$ cat config.mk
export PLATFORM = sky130hd
export DESIGN_NAME = count_rate_monitor_flat
export DESIGN_NICKNAME = d
export VERILOG_FILES = /design/src/rtl/count_mon_pkg.sv /design/src/rtl/count_rate_monitor_if.sv /design/src/rtl/sat_delta_accum.sv /design/src/rtl/count_rate_monitor.sv /design/src/flat_wrapper.sv
export SDC_FILE = /design/constraint.sdc
export NUM_CORES = 1
export LEC_CHECK = 0
export ABC_AREA = 1
export BUFFER_PORTS_ARGS = -buffer_cell sky130_fd_sc_hd__buf_4
export CAP_MARGIN = 30
export CORE_UTILIZATION = 33
export DETAILED_ROUTE_END_ITERATION = 12
export PLACE_DENSITY_LB_ADDON = 0.1
export SYNTH_ARGS = -nofsm -noshare
export SYNTH_HDL_FRONTEND = slang
export SYNTH_HIERARCHICAL = 1
export SYNTH_SLANG_ARGS = --single-unit
export TNS_END_PERCENT = 100
$ cat constraint.sdc
create_clock -name clk -period 4.15 [get_ports clk]
set_clock_uncertainty 0.15 [all_clocks]
set_input_delay 0.2075 -clock clk [delete_from_list [all_inputs] [get_ports clk]]
set_output_delay 0.2075 -clock clk [all_outputs]
set_load 0.005 [all_outputs]
$ cat src/rtl/count_mon_pkg.sv
// Shared types and helpers for the count rate monitor: FSM states,
// default widths and the saturating accumulate used by the datapath.
package count_mon_pkg;

    typedef enum logic [1:0] {IDLE, MEASURE, REPORT} state_t;

    localparam int CW_DEF    = 5;
    localparam int RW_DEF    = 8;
    localparam int ACC_MAX_W = 16;

    // Returns {clipped, value}; value never exceeds 2^rw - 1.
    function automatic logic [ACC_MAX_W:0] sat_add(
        input logic [ACC_MAX_W-1:0] acc,
        input logic [ACC_MAX_W-1:0] inc,
        input int                   rw
    );
        logic [ACC_MAX_W:0] full;
        logic [ACC_MAX_W:0] lim;
        full = {1'b0, acc} + {1'b0, inc};
        lim  = ((ACC_MAX_W+1)'(1) << rw) - (ACC_MAX_W+1)'(1);
        if (full > lim) begin
            sat_add = {1'b1, lim[ACC_MAX_W-1:0]};
        end else begin
            sat_add = {1'b0, full[ACC_MAX_W-1:0]};
        end
    endfunction

endpackage

$ cat src/rtl/count_rate_monitor_if.sv
// Bundle between the counter/consumer side and the rate monitor:
// sampled count and start in, rate result with flags out.
interface count_rate_monitor_if #(
    parameter int CW = 5,
    parameter int RW = 8
);
    logic [CW-1:0] count_in;
    logic          start;
    logic          out_ready;
    logic [RW-1:0] rate;
    logic          rate_valid;
    logic          over_flag;
    logic          under_flag;
    logic          sat_flag;
    logic          busy;

    modport master (
        output count_in, start, out_ready,
        input  rate, rate_valid, over_flag, under_flag, sat_flag, busy
    );

    modport slave (
        input  count_in, start, out_ready,
        output rate, rate_valid, over_flag, under_flag, sat_flag, busy
    );
endinterface

$ cat src/rtl/sat_delta_accum.sv
// Wrap-safe delta of a free-running counter accumulated with saturation.
// sum/sat present the running total including the current sample's delta.
module sat_delta_accum
    import count_mon_pkg::*;
#(
    parameter int CW = CW_DEF,
    parameter int RW = RW_DEF
) (
    input  logic          clk,
    input  logic          rst,
    input  logic          clear,
    input  logic          enable,
    input  logic [CW-1:0] sample,
    output logic [RW-1:0] sum,
    output logic          sat
);

    logic [CW-1:0]          prev;
    logic [RW-1:0]          sum_q;
    logic                   sat_q;
    logic [CW-1:0]          delta;
    logic [ACC_MAX_W:0]     add_res;
    logic                   clip;
    logic [ACC_MAX_W-1:RW]  res_hi_unused;

    // Modular subtraction in CW bits makes a 31->0 wrap read as +1.
    assign delta   = sample - prev;
    assign add_res = sat_add(ACC_MAX_W'(sum_q), ACC_MAX_W'(delta), RW);
    assign {clip, res_hi_unused, sum} = add_res;
    assign sat     = sat_q | clip;

    always_ff @(posedge clk or negedge rst) begin
        if (!rst) begin
            prev  <= '0;
            sum_q <= '0;
            sat_q <= 1'b0;
        end else if (clear) begin
            prev  <= sample;
            sum_q <= '0;
            sat_q <= 1'b0;
        end else if (enable) begin
            prev  <= sample;
            sum_q <= sum;
            sat_q <= sat;
        end
    end

endmodule

$ cat src/rtl/count_rate_monitor.sv
// Measures counter increments over a fixed window and reports a saturated
// rate with threshold flags through a valid/ready handshake.
module count_rate_monitor
    import count_mon_pkg::*;
#(
    parameter int CW     = CW_DEF,
    parameter int RW     = RW_DEF,
    parameter int WINDOW = 16,
    parameter int HI_TH  = 20,
    parameter int LO_TH  = 2
) (
    input logic clk,
    input logic rst,
    count_rate_monitor_if.slave bus
);

    localparam int             WCW      = $clog2(WINDOW + 1);
    localparam logic [WCW-1:0] WIN_LAST = WCW'(WINDOW - 1);

    state_t          state, state_next;
    logic [WCW-1:0]  win_cnt;
    logic            acc_clear;
    logic            acc_en;
    logic            load;
    logic [RW-1:0]   acc_sum;
    logic            acc_sat;
    logic [RW-1:0]   rate_q;
    logic            over_q;
    logic            under_q;
    logic            sat_q;

    sat_delta_accum #(
        .CW(CW),
        .RW(RW)
    ) u_accum (
        .clk    (clk),
        .rst    (rst),
        .clear  (acc_clear),
        .enable (acc_en),
        .sample (bus.count_in),
        .sum    (acc_sum),
        .sat    (acc_sat)
    );

    always_ff @(posedge clk or negedge rst) begin
        if (!rst) begin
            state <= IDLE;
        end else begin
            state <= state_next;
        end
    end

    always_comb begin
        state_next = state;
        acc_clear  = 1'b0;
        acc_en     = 1'b0;
        load       = 1'b0;
        unique case (state)
            IDLE: begin
                if (bus.start) begin
                    acc_clear  = 1'b1;
                    state_next = MEASURE;
                end
            end
            MEASURE: begin
                acc_en = 1'b1;
                if (win_cnt == WIN_LAST) begin
                    load       = 1'b1;
                    state_next = REPORT;
                end
            end
            REPORT: begin
                // Ready together with start re-arms without passing through IDLE.
                if (bus.out_ready) begin
                    if (bus.start) begin
                        acc_clear  = 1'b1;
                        state_next = MEASURE;
                    end else begin
                        state_next = IDLE;
                    end
                end
            end
            default: state_next = IDLE;
        endcase
    end

    always_ff @(posedge clk or negedge rst) begin
        if (!rst) begin
            win_cnt <= '0;
        end else if (acc_clear) begin
            win_cnt <= '0;
        end else if (acc_en) begin
            win_cnt <= win_cnt + WCW'(1);
        end
    end

    // Result registers hold their value after the handshake until the next load.
    always_ff @(posedge clk or negedge rst) begin
        if (!rst) begin
            rate_q  <= '0;
            over_q  <= 1'b0;
            under_q <= 1'b0;
            sat_q   <= 1'b0;
        end else if (load) begin
            rate_q  <= acc_sum;
            over_q  <= acc_sum > RW'(HI_TH);
            under_q <= acc_sum < RW'(LO_TH);
            sat_q   <= acc_sat;
        end
    end

    assign bus.rate       = rate_q;
    assign bus.rate_valid = (state == REPORT);
    assign bus.busy       = (state != IDLE);
    assign bus.over_flag  = over_q;
    assign bus.under_flag = under_q;
    assign bus.sat_flag   = sat_q;

endmodule

$ cat src/flat_wrapper.sv
// flat-port wrapper written by rule: the top's interface ports become plain ports
module count_rate_monitor_flat import count_mon_pkg::*;
#(
    parameter int CW     = CW_DEF,
    parameter int RW     = RW_DEF,
    parameter int WINDOW = 16,
    parameter int HI_TH  = 20,
    parameter int LO_TH  = 2
)
  (clk, rst, bus_count_in, bus_start, bus_out_ready, bus_rate, bus_rate_valid, bus_over_flag, bus_under_flag, bus_sat_flag, bus_busy);
  count_rate_monitor_if #(.CW(CW), .RW(RW)) bus_i ();
  input logic clk;
  input logic rst;
  input wire logic [$bits(bus_i.count_in)-1:0] bus_count_in;
  input wire logic [$bits(bus_i.start)-1:0] bus_start;
  input wire logic [$bits(bus_i.out_ready)-1:0] bus_out_ready;
  output wire logic [$bits(bus_i.rate)-1:0] bus_rate;
  output wire logic [$bits(bus_i.rate_valid)-1:0] bus_rate_valid;
  output wire logic [$bits(bus_i.over_flag)-1:0] bus_over_flag;
  output wire logic [$bits(bus_i.under_flag)-1:0] bus_under_flag;
  output wire logic [$bits(bus_i.sat_flag)-1:0] bus_sat_flag;
  output wire logic [$bits(bus_i.busy)-1:0] bus_busy;
  assign bus_i.count_in = bus_count_in;
  assign bus_i.start = bus_start;
  assign bus_i.out_ready = bus_out_ready;
  assign bus_rate = bus_i.rate;
  assign bus_rate_valid = bus_i.rate_valid;
  assign bus_over_flag = bus_i.over_flag;
  assign bus_under_flag = bus_i.under_flag;
  assign bus_sat_flag = bus_i.sat_flag;
  assign bus_busy = bus_i.busy;
  count_rate_monitor #(.CW(CW), .RW(RW), .WINDOW(WINDOW), .HI_TH(HI_TH), .LO_TH(LO_TH)) u_core (.clk(clk), .rst(rst), .bus(bus_i));
endmodule
# After elaboration in Yosys (flattened, before gate mapping)
# Cells that the tools add are included.
[op_classes] n_addsub=3 n_eq_ne=6 magnitude_cmp=3 reduce_logical=4 n_bitwise=1 muxes=20
[ops] cell="5-bit two-way mux" n=4
[ops] cell="17-bit two-way mux" n=1
[ops] cell="8-bit two-way mux" n=2
[ops] cell="8-bit by 5-bit adder with 9-bit output" n=1
[ops] cell="9-bit by 8-bit greater-than comparator with 1-bit output (second input constant)" n=1
[ops] cell="8-bit by 5-bit greater-than comparator with 1-bit output (second input constant)" n=1
[ops] cell="8-bit by 2-bit less-than comparator with 1-bit output (second input constant)" n=1
[ops] cell="1-bit two-way mux" n=8
[ops] cell="2-bit two-way mux" n=3
[ops] cell="2-bit one-hot mux with 3 select lines" n=1
[ops] cell="5-bit by 1-bit adder with 5-bit output (second input constant)" n=1
[ops] cell="5-bit by 4-bit equality test with 1-bit output (second input constant)" n=1
[ops] cell="5-bit subtractor" n=1
[ops] cell="2-bit inequality test (second input constant)" n=2
[ops] cell="2-bit nonzero test" n=2
[ops] cell="3-bit AND reduction" n=1
[ops] cell="2-bit by 1-bit equality test with 1-bit output (second input constant)" n=1
[ops] cell="2-bit equality test (second input constant)" n=1
[ops] cell="2-bit logical NOT" n=1
[ops] cell="2-bit by 1-bit inequality test with 1-bit output (second input constant)" n=1
[ops] cell="1-bit one-hot mux with 2 select lines" n=1
[ops] cell="1-bit OR" n=1
[totals] ff_bits=32 wordCells=46 in_bits=9

# Logic depth before layout (Yosys ltp)
# Gate-level depths: netlist of run 1.
[depth] word_depth=7 mapped_depth=21 ltp_nobuf=21

# Hierarchy
# Netlist of run 1, hierarchy kept.
[modules_own_cells] mod="sat_delta_accum" n_inst=1 cells_each=150 area_per_inst_um2=1058.5
[modules_own_cells] mod="count_rate_monitor" n_inst=1 cells_each=105 area_per_inst_um2=859.6

# Worst setup path before layout of run 1
# No wires, ideal clock.
[synth_path] path_kind="reg2reg" start="register u_core.u_accum.prev[0]" end="register u_core.over_q, in the netlist u_core/bus.over_flag" stages_incl_launch_ff=17 period_less_slack_ns=2.757 setup_time_ns=0.117 required_ns=3.883 arrival_time_ns=2.490 slack_ns=1.393 n_path_buf=0 cell_sequence="dfrtp_1 -> ha_1 -> inv_1 -> fa_1 -> fa_1 -> nand2_1 -> inv_2 -> nand2_1 -> nand2_1 -> a21oi_4 -> nand3_2 -> inv_1 -> nand2_1 -> nor2_1 -> nand2_1 -> nand3_2 -> nand2_1"
[synth_between] elab_chain_len=5
[synth_rtl] item="start, declared" line_no="sat_delta_accum.sv:18" source="logic [CW-1:0] prev;"
[synth_rtl] item="start signal, assigned" line_no="sat_delta_accum.sv:38" source="prev <= sample;"
[synth_rtl] item="start signal, assigned" line_no="sat_delta_accum.sv:42" source="prev <= sample;"
[synth_rtl] item="5-bit subtractor *" line_no="sat_delta_accum.sv:27" source="assign delta = sample - prev;"
[synth_rtl] item="8-bit by 5-bit adder with 9-bit output *" line_no="count_mon_pkg.sv:19" source="full = {1'b0, acc} + {1'b0, inc};"
[synth_rtl] item="9-bit by 8-bit greater-than comparator with 1-bit output" line_no="count_mon_pkg.sv:21" source="if (full > lim) begin"
[synth_rtl] item="17-bit two-way mux *" line_no="count_mon_pkg.sv:21"
[synth_rtl] item="named net u_core.acc_sum[7]" line_no="count_rate_monitor.sv:25" source="logic [RW-1:0] acc_sum;"
[synth_rtl] item="8-bit by 5-bit greater-than comparator with 1-bit output *" line_no="count_rate_monitor.sv:106" source="over_q <= acc_sum > RW'(HI_TH);"
[synth_rtl] item="end signal, assigned" line_no="count_rate_monitor.sv:106"
[synth_rtl] item="end, declared" line_no="count_rate_monitor.sv:28" source="logic over_q;"
# The timed path passes the listed nets; every way through them passes the cells marked *.
# A chain may end at the register's enable or synchronous reset.

# Worst setup path in the final report of run 1
[layout_path] start="input bus_count_in[2]" end="register u_core.over_q, in the netlist u_core/bus.over_flag"
[layout_between] elab_chain_len=5
[layout_rtl] item="start, declared" line_no="flat_wrapper.sv:14" source="input wire logic [$bits(bus_i.count_in)-1:0] bus_count_in;"
[layout_rtl] item="5-bit subtractor *" line_no="sat_delta_accum.sv:27"
[layout_rtl] item="8-bit by 5-bit adder with 9-bit output *" line_no="count_mon_pkg.sv:19"
[layout_rtl] item="9-bit by 8-bit greater-than comparator with 1-bit output" line_no="count_mon_pkg.sv:21"
[layout_rtl] item="17-bit two-way mux *" line_no="count_mon_pkg.sv:21"
[layout_rtl] item="named net u_core.acc_sum[7]" line_no="count_rate_monitor.sv:25"
[layout_rtl] item="8-bit by 5-bit greater-than comparator with 1-bit output *" line_no="count_rate_monitor.sv:106"
# Marks and branches as above.

==> run summary, run 1 <==
The number of antenna violations at the first check in global routing is 0, and the critical path buffer and inverter count is 4. For the leakage dissipation, the log shows 1.31 nW. Across all layers, the routed design uses 1,540 vias. In this run, synthesis produced a sequential element count of 32. Initial detailed-routing violation count: 97. The worst setup path is captured at a flop. The post-synthesis share of cell area spent on xor and xnor gates is 0.0274, and the post-synthesis compound-gate area fraction is 0.0659. The average cell area after synthesis works out to 7.52 sq um. Counting every sink on the clock net gives 32. After synthesis, the cell types taking the most area are sky130_fd_sc_hd__dfrtp_1 (42%), sky130_fd_sc_hd__nand2_1 (20%), sky130_fd_sc_hd__ha_1 (7.8%). The cell count after synthesis came out at 255. The worst path needs 3.11 ns of the cycle, external delays included.

The largest total area in the synthesized netlist belongs to sky130_fd_sc_hd__dfrtp_1. The run gives 308 as the total number of nets in the final design. The detail route stage leaves a number of antenna-violating nets equal to 0.

The class of the worst hold path was in2reg. The logs give 0.778 for the last weighted congestion value of the routability-driven placer and 0.310 mV for the highest ir drop seen on vdd. The total power divided by cell area is 954 nW/um^2. The worst hold margin was 0.0168 ns. TritonCTS built the clock tree. Setup repair after global routing left no endpoint under its margin.

The commonest cells after synthesis are sky130_fd_sc_hd__nand2_1 (100), sky130_fd_sc_hd__inv_1 (37), sky130_fd_sc_hd__dfrtp_1 (32). The clock slew at the register clock pins of the worst setup and hold paths was 0.06 ns. Data required time of the critical path: 4.18 ns. The pre-antenna-repair detailed-routing pass consisted of 4 iterations. The worst hold path terminates at u_core/state[1]$_DFFE_PN0P_. The number of H-tree branching levels is 2, and the antenna diode instance count is 0. The arithmetic-cell share of the synthesized area counting full adders, half adders and majority gates came out at 0.0992. The proportion of netlist area held by the largest area contributor works out to 0.417. The class of the most critical setup path was in2reg. The share of the yosys chip area belonging to registers was 0.417. Pin placement for this block handled 22 I/O pins. The ratio of cells with drive above 1 in the final layout is 0.140, and the share of the clock period used by the worst path is 0.750. In this design, the largest share of critical-path delay is due to simple AND/OR/NAND/NOR gates. The post-synthesis share of cell area spent on and, or, nand and nor gates was 0.297; the fmax was 321 MHz. Counting instances, the worst hold path has a depth of 4.

After routing, the total negative slack on setup checks comes to 0 ns. The run gives 0.418 as the final cell utilization of the core. The tools report the insertion delay to the later sink of the worst-skew pair as 0.28 ns. The starting density of the core came out at 0.346.

The tools report the final wirelength as 3.77 mm. The worst-case reg-to-reg path depth is 16. On the critical path, the stage with the largest delay is an instance of sky130_fd_sc_hd__dlygate4sd3_1.

The final-report hold violation count came out at 0. The dominant combinational cell family by area after synthesis was simple AND/OR/NAND/NOR gates. The core region is 5540 sq um. The normalized max-slew margin is 0.640. The worst hold path begins at bus_out_ready.

The logs give 33 for the maximum number of pins on one net before global-route repair and 0 for the total congestion overflow after global routing. For this run, design rule violations remaining after detail routing come to 0. The pre-CTS setup slack was 1.14 ns. The run finished with clean final reports. Traced cell by cell, the critical path runs through dlygate4sd3_1, buf_4, ha_1, a21oi_1, nand2_1, xor2_1, ha_1, nand2_1, nand2_1, inv_1, nand2_1, a21oi_4, nand3_2, inv_1, nand2_1, nor2_1, nand2_1, nand3_2, nand2_1.

The unique cell type count in the Yosys netlist is 25. In this run the core area contains 27 standard-cell rows. The number of hold buffers added after CTS was 4. In this run the worst path has a maximum fanout of 9. The worst-case setup margin in the final layout came out at 1.04 ns. The most used flip-flop cell after synthesis is sky130_fd_sc_hd__dfrtp_1. The logs give 2 for the maximum number of buffers from clock root to sink and 0 for the post-cts gate resize count. The layout has 607 filler cells.

In this run the register-to-register setup slack is 1.15 ns. At the worst endpoint, the arrival time is 3.14 ns. The via count of the first global-routing pass is 1,482, and the mapped cell area is 1920 sq um.

Number of pins exceeding their max-slew limit in the final report: 0. STA classifies the critical path startpoint as a primary input. The overall global routing resource usage was 0.139. The launching point of the worst reg2reg path is u_core/u_accum/prev[0]$_DFFE_PN0P_. In this run the post-CTS setup repair buffer count came out at 0. The run gives 0 as the number of endpoints failing setup at the final stage. From left edge to right edge, the die measures 78.2 um.

Global-route wire length before repair: 6.62 mm. sky130_fd_sc_hd__nand2_1 is the most common cell in the netlist. After detailed routing, the number of vias per cell comes to 4.30. The tools report the worst reg2reg path endpoint as u_core/bus.over_flag$_DFFE_PN0P_.

After detailed routing, the average wire length per cell comes to 10.5 um. Compared with the post-synthesis result, the final layout area differs by 20.6%. The async set-reset flop share out of synthesis was 1.00; the area of the die was 6120 sq um.

The vertical extent of the die was 78.2 um; the post-synthesis mux area share was 0. The logs give 5 for the number of clock buffers inserted by TritonCTS and 0 for the number of max-cap violations. At the pin with the least slew margin, the transition time is 0.538 ns. By instance count, the cell type seen most on the critical path is sky130_fd_sc_hd__nand2_1.

The tools report the count of warnings emitted by yosys as 6. Placed wire-length estimate: 2.91 mm. The number of enable flip-flop cells after synthesis works out to 0. The library cell used as clock root buffer was sky130_fd_sc_hd__clkbuf_8.

Count of buffers from port buffering: 21. The total nets after synthesis came out at 278. The maximum single-stage delay on the critical path came out at 0.53 ns.
-- cell type report --
class,count,area (sq um),area share
multi-input combinational,180,940,0.406
sequential,32,801,0.346
timing repair buffer,26,205,0.0887
inverter,40,151,0.0654
clock buffer,7,96.3,0.0416
tap,72,90.1,0.0389
clock inverter,1,30.0,0.0130
-- state kept, by name, indices dropped and copies added (netlist names) --
signal	cells
u_core/u_accum/sum_q	8
u_core/bus.sat_flag	1
u_core/u_accum/sat_q	1
u_core/u_accum/prev	5
u_core/state	2
u_core/bus.rate	8
u_core/bus.under_flag	1
u_core/bus.over_flag	1
u_core/win_cnt	5
-- how the worst max path moves through the flow --
stage | slack (ns) | cells past startpoint | endpoint | startpoint
after CTS | 1.03 | 19 | u_core/bus.over_flag$_DFFE_PN0P_ | bus_count_in[2]
after global placement | 1.21 | 16 | u_core/bus.over_flag$_DFFE_PN0P_ | u_core/u_accum/prev[0]$_DFFE_PN0P_
after floorplan | 1.39 | 16 | u_core/bus.over_flag$_DFFE_PN0P_ | u_core/u_accum/prev[0]$_DFFE_PN0P_
after global routing | 0.78 | 19 | u_core/bus.over_flag$_DFFE_PN0P_ | bus_count_in[2]
after detailed placement | 1.14 | 19 | u_core/bus.over_flag$_DFFE_PN0P_ | bus_count_in[0]
final | 1.04 | 19 | u_core/bus.over_flag$_DFFE_PN0P_ | bus_count_in[2]
-- worst reg2reg max path, delay by kind of cell (launching register included) --
| family | cells | cell delay (ns) |
|---|---|---|
| and+or+nand+nor | 9 | 0.79 |
| DFF | 1 | 0.38 |
| adders and majority gates | 3 | 1.10 |
| buffers and inverters | 3 | 0.20 |
| AOI/OAI and AO/OA | 1 | 0.27 |
-- where the power goes --
group          switching (W)  internal [W]  total, W
Combinational       0.000820      0.000501   0.00132
Sequential         0.0000960      0.000465  0.000561
Clock               0.000114      0.000212  0.000326
Total                0.00103       0.00118   0.00221
-- cell families after synthesis --
family                   after synthesis
flip-flops                            32
AO/OA/AOI/OAI                         21
buffers and inverters                 43
XOR/XNOR                               6
AND/OR/NAND/NOR                      139
adder cells (fa/ha/maj)               14
-- through the flow --
step           instance area [sq um]  cells  total power [W]
6_report                        2310    358          0.00221
5_1_grt                         2310    358          0.00249
4_1_cts                         2310    358          0.00226
3_5_place_dp                    2150    346          0.00191
3_3_place_gp                    2150    346          0.00191
2_1_floorplan                   1920    255          0.00153
-- placed cells by master, fill, tap and decap left out, drive strengths merged --
cell type / synthesis / routed
nand2: 101 / 101
inv: 39 / 39
dfrtp: 32 / 32
buf: 2 / 22
nor2: 22 / 22
o21ai: 15 / 15
nand3: 14 / 14
ha: 12 / 12
clkbuf: 1 / 7
a21oi: 5 / 5
dlygate4sd3: 0 / 4
xor2: 4 / 4
xnor2: 2 / 2
fa: 2 / 2
bufinv: 0 / 1
a21o: 1 / 1
clkinv: 1 / 1
nand4: 1 / 1
nand3b: 1 / 1
-- layer usage --
layer | global-route usage | routed length [um] | up-vias
met4 | 0.0500 | 44 | 0
met5 | 0 | 0 | -
met3 | 0.0349 | 103 | 5
met2 | 0.218 | 1660 | 17
li1 | - | - | 839
met1 | 0.186 | 1960 | 679
(Power assumes the default switching activity.)
==> inputs of run 2 (changes only) <==
Clock period 4.15 ns to 3.05 ns, I/O delays scaled along.
==> run summary, run 2 (synthesis gave the netlist of run 1 again) <==
The most critical setup path has its endpoint at u_core/bus.over_flag$_DFFE_PN0P_. Launching point of the worst reg2reg path: u_core/u_accum/prev[0]$_DFFE_PN0P_. Final-report hold violation count: 0 (unchanged). The launch point of the critical path was bus_count_in[1]. The area of combinational cells with multiple inputs is 1000 sq um (+6.5%). The area of the die came out at 6120 sq um (unchanged). Total congestion overflow after global routing: 0 (unchanged).

The via count of the routed design is 1,543 (+0.19%), and the relative area change from synthesis to final layout is 23.3%. The tools report the insertion delay to the later sink of the worst-skew pair as 0.28 ns (about the same). The final routed DRC violation total was 0 (unchanged); the total number of nets in the final design was 311 (+0.97%).

TritonCTS built the clock tree. The tools report the number of nets with antenna violations after detailed routing as 0 (unchanged). The number of pins exceeding their max-slew limit in the final report is 0 (unchanged). The worst setup path is launched from a primary input. The register area was 801 sq um (unchanged); the worst-case reg-to-reg path depth was 16 (unchanged). The placed wire-length estimate is 2.85 mm (-2.2%). The run gives 0.456 (-0.184) as the normalized max-slew margin. Setup repair after global routing left no endpoint under its margin.

The number of clock buffers inserted by TritonCTS was 5 (unchanged); the share of the clock period used by the worst path was 0.933. The filler cell count in the final layout came out at 594 (-2.1%). Ratio of cells with drive above 1 in the final layout: 0.167 (+0.0268). Data arrival at the endpoint of the critical path: 2.87 ns (-0.27 ns). The flow ran to the end, and the final reports show no timing, DRC or antenna violations.

The overall global routing resource usage came out at 0.149 (+0.00956). The horizontal die dimension is 78.2 um (unchanged). The worst reg2reg path endpoint was u_core/bus.over_flag$_DFFE_PN0P_. The run gives 0.346 (unchanged) as the starting density of the core. For the global-route wire length before repair, the log shows 6.96 mm (+5.1%). Number of endpoints failing setup at the final stage: 0 (unchanged). The tools report the final wirelength as 3.90 mm (+3.6%).

The run gives 32 (unchanged) as the clock net sink count. The top cell types in the final layout, fill and taps aside, are sky130_fd_sc_hd__nand2_1 (99), sky130_fd_sc_hd__inv_1 (37), sky130_fd_sc_hd__dfrtp_1 (32), sky130_fd_sc_hd__buf_4 (22), sky130_fd_sc_hd__nor2_1 (19). The library cell used most frequently in the layout, excluding fill and tap cells, is sky130_fd_sc_hd__nand2_1. For the fmax, the log shows 351 MHz.

The number of H-tree branching levels was 2 (unchanged). The run gives 0.24 ns (-0.91 ns) as the setup slack of the worst register-to-register path. The clock slew at the register clock pins of the worst setup and hold paths works out to 0.07 ns (about the same). Last weighted congestion value of the routability-driven placer: 0.814 (+4.6%). Library cell used as clock root buffer: sky130_fd_sc_hd__clkbuf_8. The run gives 0 (unchanged) as the number of antenna violations at the first check in global routing. The class of the most critical setup path is in2reg.

The via count of the first global-routing pass is 1,557 (+5.1%). For the area of the core, the log shows 5540 sq um (unchanged). The data required time of the critical path is 3.07 ns (-1.11 ns), and the number of max-cap violations is 0 (unchanged).

The critical-path maximum fanout came out at 5 (-4). The average wire length per cell after detail routing is 10.8 um (+3.0%), and the antenna diode instance count is 0 (unchanged). Pin slew with the least headroom to its limit: 0.813 ns (+0.275 ns).

The count of buffers from port buffering works out to 21 (unchanged). The tools report the count of TritonRoute iterations in the first routing pass as 4 (unchanged). The floorplan row count is 27 (unchanged), and the vertical extent of the die is 78.2 um (unchanged). The maximum number of buffers from clock root to sink was 2 (unchanged); the time the worst path needs with I/O delays and setup was 2.85 ns.

The initial detailed-routing violation count came out at 61 (-37%). STA classifies the critical path endpoint as a flop. The number of top-level pins was 22 (unchanged). In this run the worst hold path is classified as in2reg. The final total negative setup slack was 0 ns (unchanged); the maximum number of pins on one net before global-route repair was 33 (unchanged).

The number of vias per cell after detailed routing was 4.29 (-0.36%).
[run 2: changes by cell type in the layout (fill, tap and decap cells not counted), moves of 2 or more]
cell / previous run / this run
sky130_fd_sc_hd__ha_4: 0 / 2
sky130_fd_sc_hd__dlygate4sd3_1: 4 / 6
sky130_fd_sc_hd__fa_2: 0 / 2
sky130_fd_sc_hd__nor2_1: 21 / 19
sky130_fd_sc_hd__fa_1: 2 / 0
sky130_fd_sc_hd__nor2_2: 0 / 2
sky130_fd_sc_hd__ha_1: 12 / 10
[run 2: area by class of cell]
class	instances	share of cell area
Multi-Input combinational cell	181	0.423
Timing Repair Buffer	28	0.0952
Clock buffer	7	0.0407
Inverter	40	0.0640
Sequential cell	32	0.339
Tap cell	72	0.0381
[run 2: per-layer routing]
metal,vias up,part of all wire,GRT usage
li1,844,-,-
met1,679,0.51,0.188
met2,18,0.45,0.240
met3,2,0.033,0.0349
met4,0,0.0069,0.0667
met5,-,0,0
[run 2: worst min-delay path by stage]
stage                    start                             endpoint  slack, ns  cells past startpoint
3_5_place_dp               rst       u_core/bus.rate[6]$_DFFE_PN0P_      -0.02                      1
5_1_grt        bus_count_in[0]   u_core/u_accum/prev[0]$_DFFE_PN0P_       0.02                      3
2_1_floorplan              rst     u_core/bus.over_flag$_DFFE_PN0P_      -0.29                      0
4_1_cts        bus_count_in[0]   u_core/u_accum/prev[0]$_DFFE_PN0P_      0.007                      3
3_3_place_gp               rst  u_core/u_accum/sum_q[5]$_DFFE_PN0P_      -0.02                      1
6_report       bus_count_in[0]   u_core/u_accum/prev[0]$_DFFE_PN0P_       0.01                      3
[run 2: stage by stage]
step	instances	worst slack [ns]	cell area, sq um	utilization	hold slack [ns]
floorplan	255	0.293	1920	-	-0.293
global placement	345	0.0979	2140	0.386	-0.0199
detailed placement	345	0.0820	2140	0.386	-0.0220
CTS	358	0.0426	2300	0.414	0.00716
global route	360	0.0178	2360	0.427	0.0229
finish	360	0.204	2360	0.427	0.0140
[run 2: worst max-delay path, cell delays in order]
cell and delay (ns):
sky130_fd_sc_hd__dlygate4sd3_1 0.53, sky130_fd_sc_hd__buf_4 0.15, sky130_fd_sc_hd__ha_1 0.29, sky130_fd_sc_hd__nand3_1 0.10, sky130_fd_sc_hd__nand2_1 0.09, sky130_fd_sc_hd__xor2_2 0.16
sky130_fd_sc_hd__ha_1 0.31, sky130_fd_sc_hd__nand2_1 0.08, sky130_fd_sc_hd__nand2_1 0.07, sky130_fd_sc_hd__inv_1 0.07, sky130_fd_sc_hd__nand2_2 0.11, sky130_fd_sc_hd__a21oi_4 0.23
sky130_fd_sc_hd__nand3_2 0.10, sky130_fd_sc_hd__inv_1 0.08, sky130_fd_sc_hd__nand2_1 0.08, sky130_fd_sc_hd__nor2_2 0.10, sky130_fd_sc_hd__nand2_1 0.07, sky130_fd_sc_hd__nand3_2 0.07
sky130_fd_sc_hd__nand2_1 0.04
[run 2: what timing repair did]
item	4_1_cts	5_1_grt
buffers inserted	0	1
setup endpoints to repair	0	2
hold endpoints to repair	37	0
hold buffers	6	0
gates resized for setup	0	9
Power of run 2 is not shown: default switching activity piles up to over one toggle a cycle in this logic, so the estimate is an artifact.
